File: config.mk
export PLATFORM = sky130hd
export DESIGN_NAME = asmd_divider
export DESIGN_NICKNAME = d
export VERILOG_FILES = /design/src/rtl/asmd_pkg.sv /design/src/rtl/asmd_div_step.sv /design/src/rtl/asmd_divider.sv
export SDC_FILE = /design/constraint.sdc
export NUM_CORES = 1
export LEC_CHECK = 0
export BUFFER_PORTS_ARGS = -buffer_cell sky130_fd_sc_hd__buf_4
export CORE_UTILIZATION = 30
export DETAILED_ROUTE_END_ITERATION = 8
export GPL_ROUTABILITY_DRIVEN = 0
export GPL_TIMING_DRIVEN = 1
export PLACE_DENSITY = 0.57
export SLEW_MARGIN = 0
export SYNTH_ARGS = -nofsm -noshare
export SYNTH_HDL_FRONTEND = slang
export SYNTH_SLANG_ARGS = --single-unit
File: constraint.sdc
create_clock -name clk -period 2.49 [get_ports clk]
set_input_delay 0.3735 -clock clk [delete_from_list [all_inputs] [get_ports clk]]
set_output_delay 0.3735 -clock clk [all_outputs]
set_load 0.1 [all_outputs]
File: src/rtl/asmd_pkg.sv
// asmd_pkg: state encodings and sizing shared by the ASMD multiplier and divider.
package asmd_pkg;
  typedef enum logic {S_IDLE, S_DIVIDE} state_t;
  localparam int DEF_WORD_LENGTH = 8;
  function automatic int cnt_width(input int n);
    return $clog2(n + 1);
  endfunction
endpackage

File: src/rtl/asmd_div_step.sv
// asmd_div_step: one restoring-division iteration on {rem, q}.
module asmd_div_step #(
  parameter int N = 8
) (
  input  logic [N:0]   rem_i,
  input  logic [N-1:0] q_i,
  input  logic [N-1:0] div_i,
  output logic [N:0]   rem_o,
  output logic [N-1:0] q_o
);
  logic [N:0] sh;
  logic       ge;
  // rem stays below div, so its top bit is always zero and can be shifted out
  assign sh    = {rem_i[N-1:0], q_i[N-1]};
  assign ge    = sh >= {1'b0, div_i};
  assign rem_o = ge ? sh - {1'b0, div_i} : sh;
  assign q_o   = {q_i[N-2:0], ge};
endmodule

File: src/rtl/asmd_divider.sv
// asmd_divider: sequential restoring divider, 2N-bit dividend by N-bit divisor,
// one quotient bit per clock with a start/ready handshake.
module asmd_divider
  import asmd_pkg::*;
#(
  parameter int word_length = DEF_WORD_LENGTH
) (
  input  logic                       clk,
  input  logic                       reset,
  input  logic [2*word_length-1:0]   dividend,
  input  logic [word_length-1:0]     divisor,
  input  logic                       start,
  output logic [word_length-1:0]     quotient,
  output logic [word_length-1:0]     remainder,
  output logic                       overflow,
  output logic                       ready
);
  localparam int N  = word_length;
  localparam int CW = cnt_width(N);
  state_t         state_q, state_d;
  logic [CW-1:0]  cnt_q, cnt_d;
  logic [N:0]     rem_q, rem_d, rem_n;
  logic [N-1:0]   qr_q, qr_d, q_n;
  logic [N-1:0]   div_q, div_d;
  logic [N-1:0]   quot_q, quot_d, remo_q, remo_d;
  logic           ovf_q, ovf_d, ovf_c;
  assign ovf_c = dividend[2*N-1:N] >= divisor;
  asmd_div_step #(.N(N)) u_step (
    .rem_i(rem_q),
    .q_i  (qr_q),
    .div_i(div_q),
    .rem_o(rem_n),
    .q_o  (q_n)
  );
  always_comb begin
    state_d = state_q;
    cnt_d   = cnt_q;
    rem_d   = rem_q;
    qr_d    = qr_q;
    div_d   = div_q;
    quot_d  = quot_q;
    remo_d  = remo_q;
    ovf_d   = ovf_q;
    if (state_q == S_IDLE) begin
      if (start && ovf_c) begin
        quot_d = '1;
        remo_d = '0;
        ovf_d  = 1'b1;
      end else if (start) begin
        rem_d   = {1'b0, dividend[2*N-1:N]};
        qr_d    = dividend[N-1:0];
        div_d   = divisor;
        cnt_d   = CW'(N);
        ovf_d   = 1'b0;
        state_d = S_DIVIDE;
      end
    end else begin
      rem_d = rem_n;
      qr_d  = q_n;
      cnt_d = cnt_q - 1'b1;
      if (cnt_q == CW'(1)) begin
        state_d = S_IDLE;
        quot_d  = q_n;
        remo_d  = rem_n[N-1:0];
      end
    end
  end
  always_ff @(posedge clk or posedge reset) begin
    if (reset) begin
      state_q <= S_IDLE;
      cnt_q   <= '0;
      rem_q   <= '0;
      qr_q    <= '0;
      div_q   <= '0;
      quot_q  <= '0;
      remo_q  <= '0;
      ovf_q   <= 1'b0;
    end else begin
      state_q <= state_d;
      cnt_q   <= cnt_d;
      rem_q   <= rem_d;
      qr_q    <= qr_d;
      div_q   <= div_d;
      quot_q  <= quot_d;
      remo_q  <= remo_d;
      ovf_q   <= ovf_d;
    end
  end
  assign quotient  = quot_q;
  assign remainder = remo_q;
  assign overflow  = ovf_q;
  assign ready     = state_q == S_IDLE;
endmodule

==> out/qor.csv <==
metric,value,unit
final worst-path cycle share,89.39,%
Pre-Repair DR Iteration Count,4,
CTS Buf Count,5,
Compound-Gate Fraction of Synth Area,15.85,%
H-Tree Depth,2,
cell family contributing the most delay on the critical path,compound AO/OA/AOI/OAI gates,
max incr delay on CP,0.38,ns
Syn. warnings,0,
Overflow after GRT,0,
xor/xnor share of the synthesized area,2.017,%
share of layout cells above drive strength 1,23.71,%
status,finished clean,
worst-path cell chain,"inv_1, ha_1, inv_1, fa_2, a211oi_4, o21bai_1, a21oi_1, xnor2_1, mux2i_1, o21ai_0",
CP most frequent cell,inv_1,
Worst path slowest cell,fa_2,
global-route wire length before repair,10.59,mm
crit path launch,qr_q[7]$_DFFE_PP0P_,
number of global-route vias before repair,2165,
"Slew Viols, Final",0,
synthesized netlist net count,317,
"Avg Cell Area, Syn",9.613,sq um
Area Overhead vs Synth,25.12,%
critical path depth in cells,10,
Worst EP required,2.67,ns
Sequential Area,1151,sq um
kind of critical path,reg -> reg,
Skew-Pair Late Insertion Delay,0.30,ns
final wirelength,6.419,mm
total track usage,15.58,%
DR vias,2158,
register area share after synthesis,44.19,%
post-synthesis register bit count,46,
"Reg clk slew, reported paths",0.09,ns
"Primary FF master, synth",dfrtp_1,
Worst Path Max Fanout,3,
Final setup violation count,0,
antenna violations before repair,0,
Die W,95.19,um
Crit. End Element,flop,
post-DP HPWL,5.006,mm
post-synthesis mux area share,8.165,%
Final Critical Period,2.226,ns
Worst Hold Class,in -> async,
crit path buf inv count,2,
Synth Cell Area,2605,sq um
post-route ant nets,0,
adder-cell share of the synthesized area,9.414,%
Synth async-reset ratio,100.0,%
Simple-Gate Fraction of Synth Area,14.31,%
DRT iter0 DRCs,57,
final hold viol count,0,
Worst slew margin,73.65,%
num rows,33,
Max Cap Violations,0,
r2r worst-path depth,10,
RR Startpoint,qr_q[7]$_DFFE_PP0P_,
crit path launch type,flop,
number of fill cells in the layout,829,
synth unique cells,46,
RSZ-0062 raised after global routing,no,
area of the multi-input gates,1311,sq um
Ports,45,
Die Height,95.19,um
Clock Path Buffers,2,
die area,9060,sq um
DRC violations left,0,
largest net degree at the start of global routing,27,
core area,8299,sq um
FF-to-FF End,remainder[6]$_DFFE_PP0P_,
Root Driver,clkbuf_8,
Initial Util,31.39,%
vias per inst,4.972,
Setup Total Neg Slack,0,ns
clock sink count,46,
Least-Margin Pin Slew,0.3925,ns
Layout Nets,374,
Gate Count Post-Synth,271,
crit path capture,remainder[6]$_DFFE_PP0P_,
largest family of logic cells by synthesized area,compound AO/OA/AOI/OAI gates,
CTS tree,yes,
Peak Freq,0.4493,GHz
Worst Path Arrival,2.41,ns
"EDFF count, synth",0,
"Hold-fix buffers, CTS",0,
Routed WL per cell,14.79,um
Clock Skew,0.007477,ns
ANT cells,0,
Reg2Reg Setup Slack,0.26,ns
port buffer count,44,
## timing repair
action,in CTS,in global routing
setup buffers,0,0
setup endpoints to repair,0,4
gates resized for setup,0,3
## through the flow
step	worst slack, ns	hold WS (ns)	util [%]	area [sq um]	instances
after global placement	0.1364	0.4467	38.05	3158	426
after floorplan	0.2740	0.4642	-	2605	271
after global routing	0.05549	0.1244	39.27	3259	434
after detailed placement	0.09268	0.4442	38.05	3158	426
final	0.2641	0.1034	39.27	3259	434
after CTS	0.07404	0.1090	39.09	3244	434
## registers in the layout, indices dropped and copies added (netlist names)
| name | count |
|---|---|
| div_q | 8 |
| qr_q | 8 |
| quotient | 8 |
| rem_q | 8 |
| remainder | 8 |
| cnt_q | 4 |
| overflow | 1 |
| state_q | 1 |
## metal layers
layer	GRT usage, %	up-vias	share of wire, %
met3	2.711	8	3.6
met2	25.48	39	50
met5	0	-	0
met4	5.682	0	2.0
met1	20.53	1048	45
li1	-	1063	-
## layout make-up
type / count / share of cell area (%)
flip-flops and latches: 46 / 35.32
multi-input cells: 185 / 40.23
well taps: 105 / 4.031
repair buffers: 61 / 14.43
clock buffers: 6 / 2.226
inverters: 29 / 3.340
clock inverters: 2 / 0.4223
## synth_stat cells (3+ instances only)
cell / n / share of area (%)
xnor2_1: 3 / 1.0
buf_2: 6 / 1.2
a21oi_1: 12 / 2.3
nor2b_1: 8 / 1.9
a221oi_1: 4 / 1.3
nand3_1: 4 / 0.77
dfrtp_1: 46 / 44
clkbuf_1: 5 / 0.72
xor2_1: 3 / 1.0
o21ai_0: 17 / 3.3
nor2_1: 16 / 2.3
a21o_1: 3 / 0.86
mux2i_1: 19 / 7.3
a31oi_1: 4 / 0.96
nand2_1: 24 / 3.5
inv_1: 28 / 4.0
ha_1: 18 / 8.6
a311oi_1: 3 / 1.0
nor3_1: 15 / 2.9
## placed cells by master, fill, tap and decap left out, types with 3 or more instances in the layout
cell	Yosys	routed
buf_4	0	60
dfrtp_1	46	46
inv_1	28	27
nand2_1	24	24
mux2i_1	19	19
ha_1	18	18
o21ai_0	17	17
nor2_1	16	16
nor3_1	15	15
a21oi_1	12	12
nor2b_1	8	8
clkbuf_8	0	5
nand3_1	4	4
a221oi_1	4	4
a31oi_1	4	4
a21o_1	3	3
xor2_1	3	3
a311oi_1	3	3
xnor2_1	3	3
## worst reg2reg max path, cell delays in order, from the launching register on
cell and delay [ns]:
dfrtp_1 0.37, inv_1 0.08, ha_1 0.21, inv_1 0.07, fa_2 0.38, a211oi_4 0.29, o21bai_1 0.12, a21oi_1 0.18
xnor2_1 0.08, mux2i_1 0.22, o21ai_0 0.11
## cell families (layout without fill, tap and decap cells)
family,Yosys count,count (layout)
flip-flops,46,46
AND/OR/NAND/NOR,78,78
multiplexers,21,21
buffers and inverters,40,98
AO/OA/AOI/OAI,61,61
XOR/XNOR,6,6
adder cells (fa/ha/maj),19,19
## worst min path at each step
stage / cells past startpoint / slack (ns) / from / endpoint
floorplan: 1 / 0.46 / cnt_q[3]$_DFFE_PP0P_ / cnt_q[3]$_DFFE_PP0P_
global placement: 3 / 0.45 / reset / quotient[4]$_DFFE_PP0P_
detailed placement: 3 / 0.44 / reset / quotient[4]$_DFFE_PP0P_
CTS: 3 / 0.11 / reset / quotient[4]$_DFFE_PP0P_
global route: 3 / 0.12 / reset / qr_q[3]$_DFFE_PP0P_
finish: 3 / 0.10 / reset / qr_q[3]$_DFFE_PP0P_
Power is left out: the tool's default activity adds up to more than one toggle a clock period on the data nets, which glitch-free logic cannot reach.
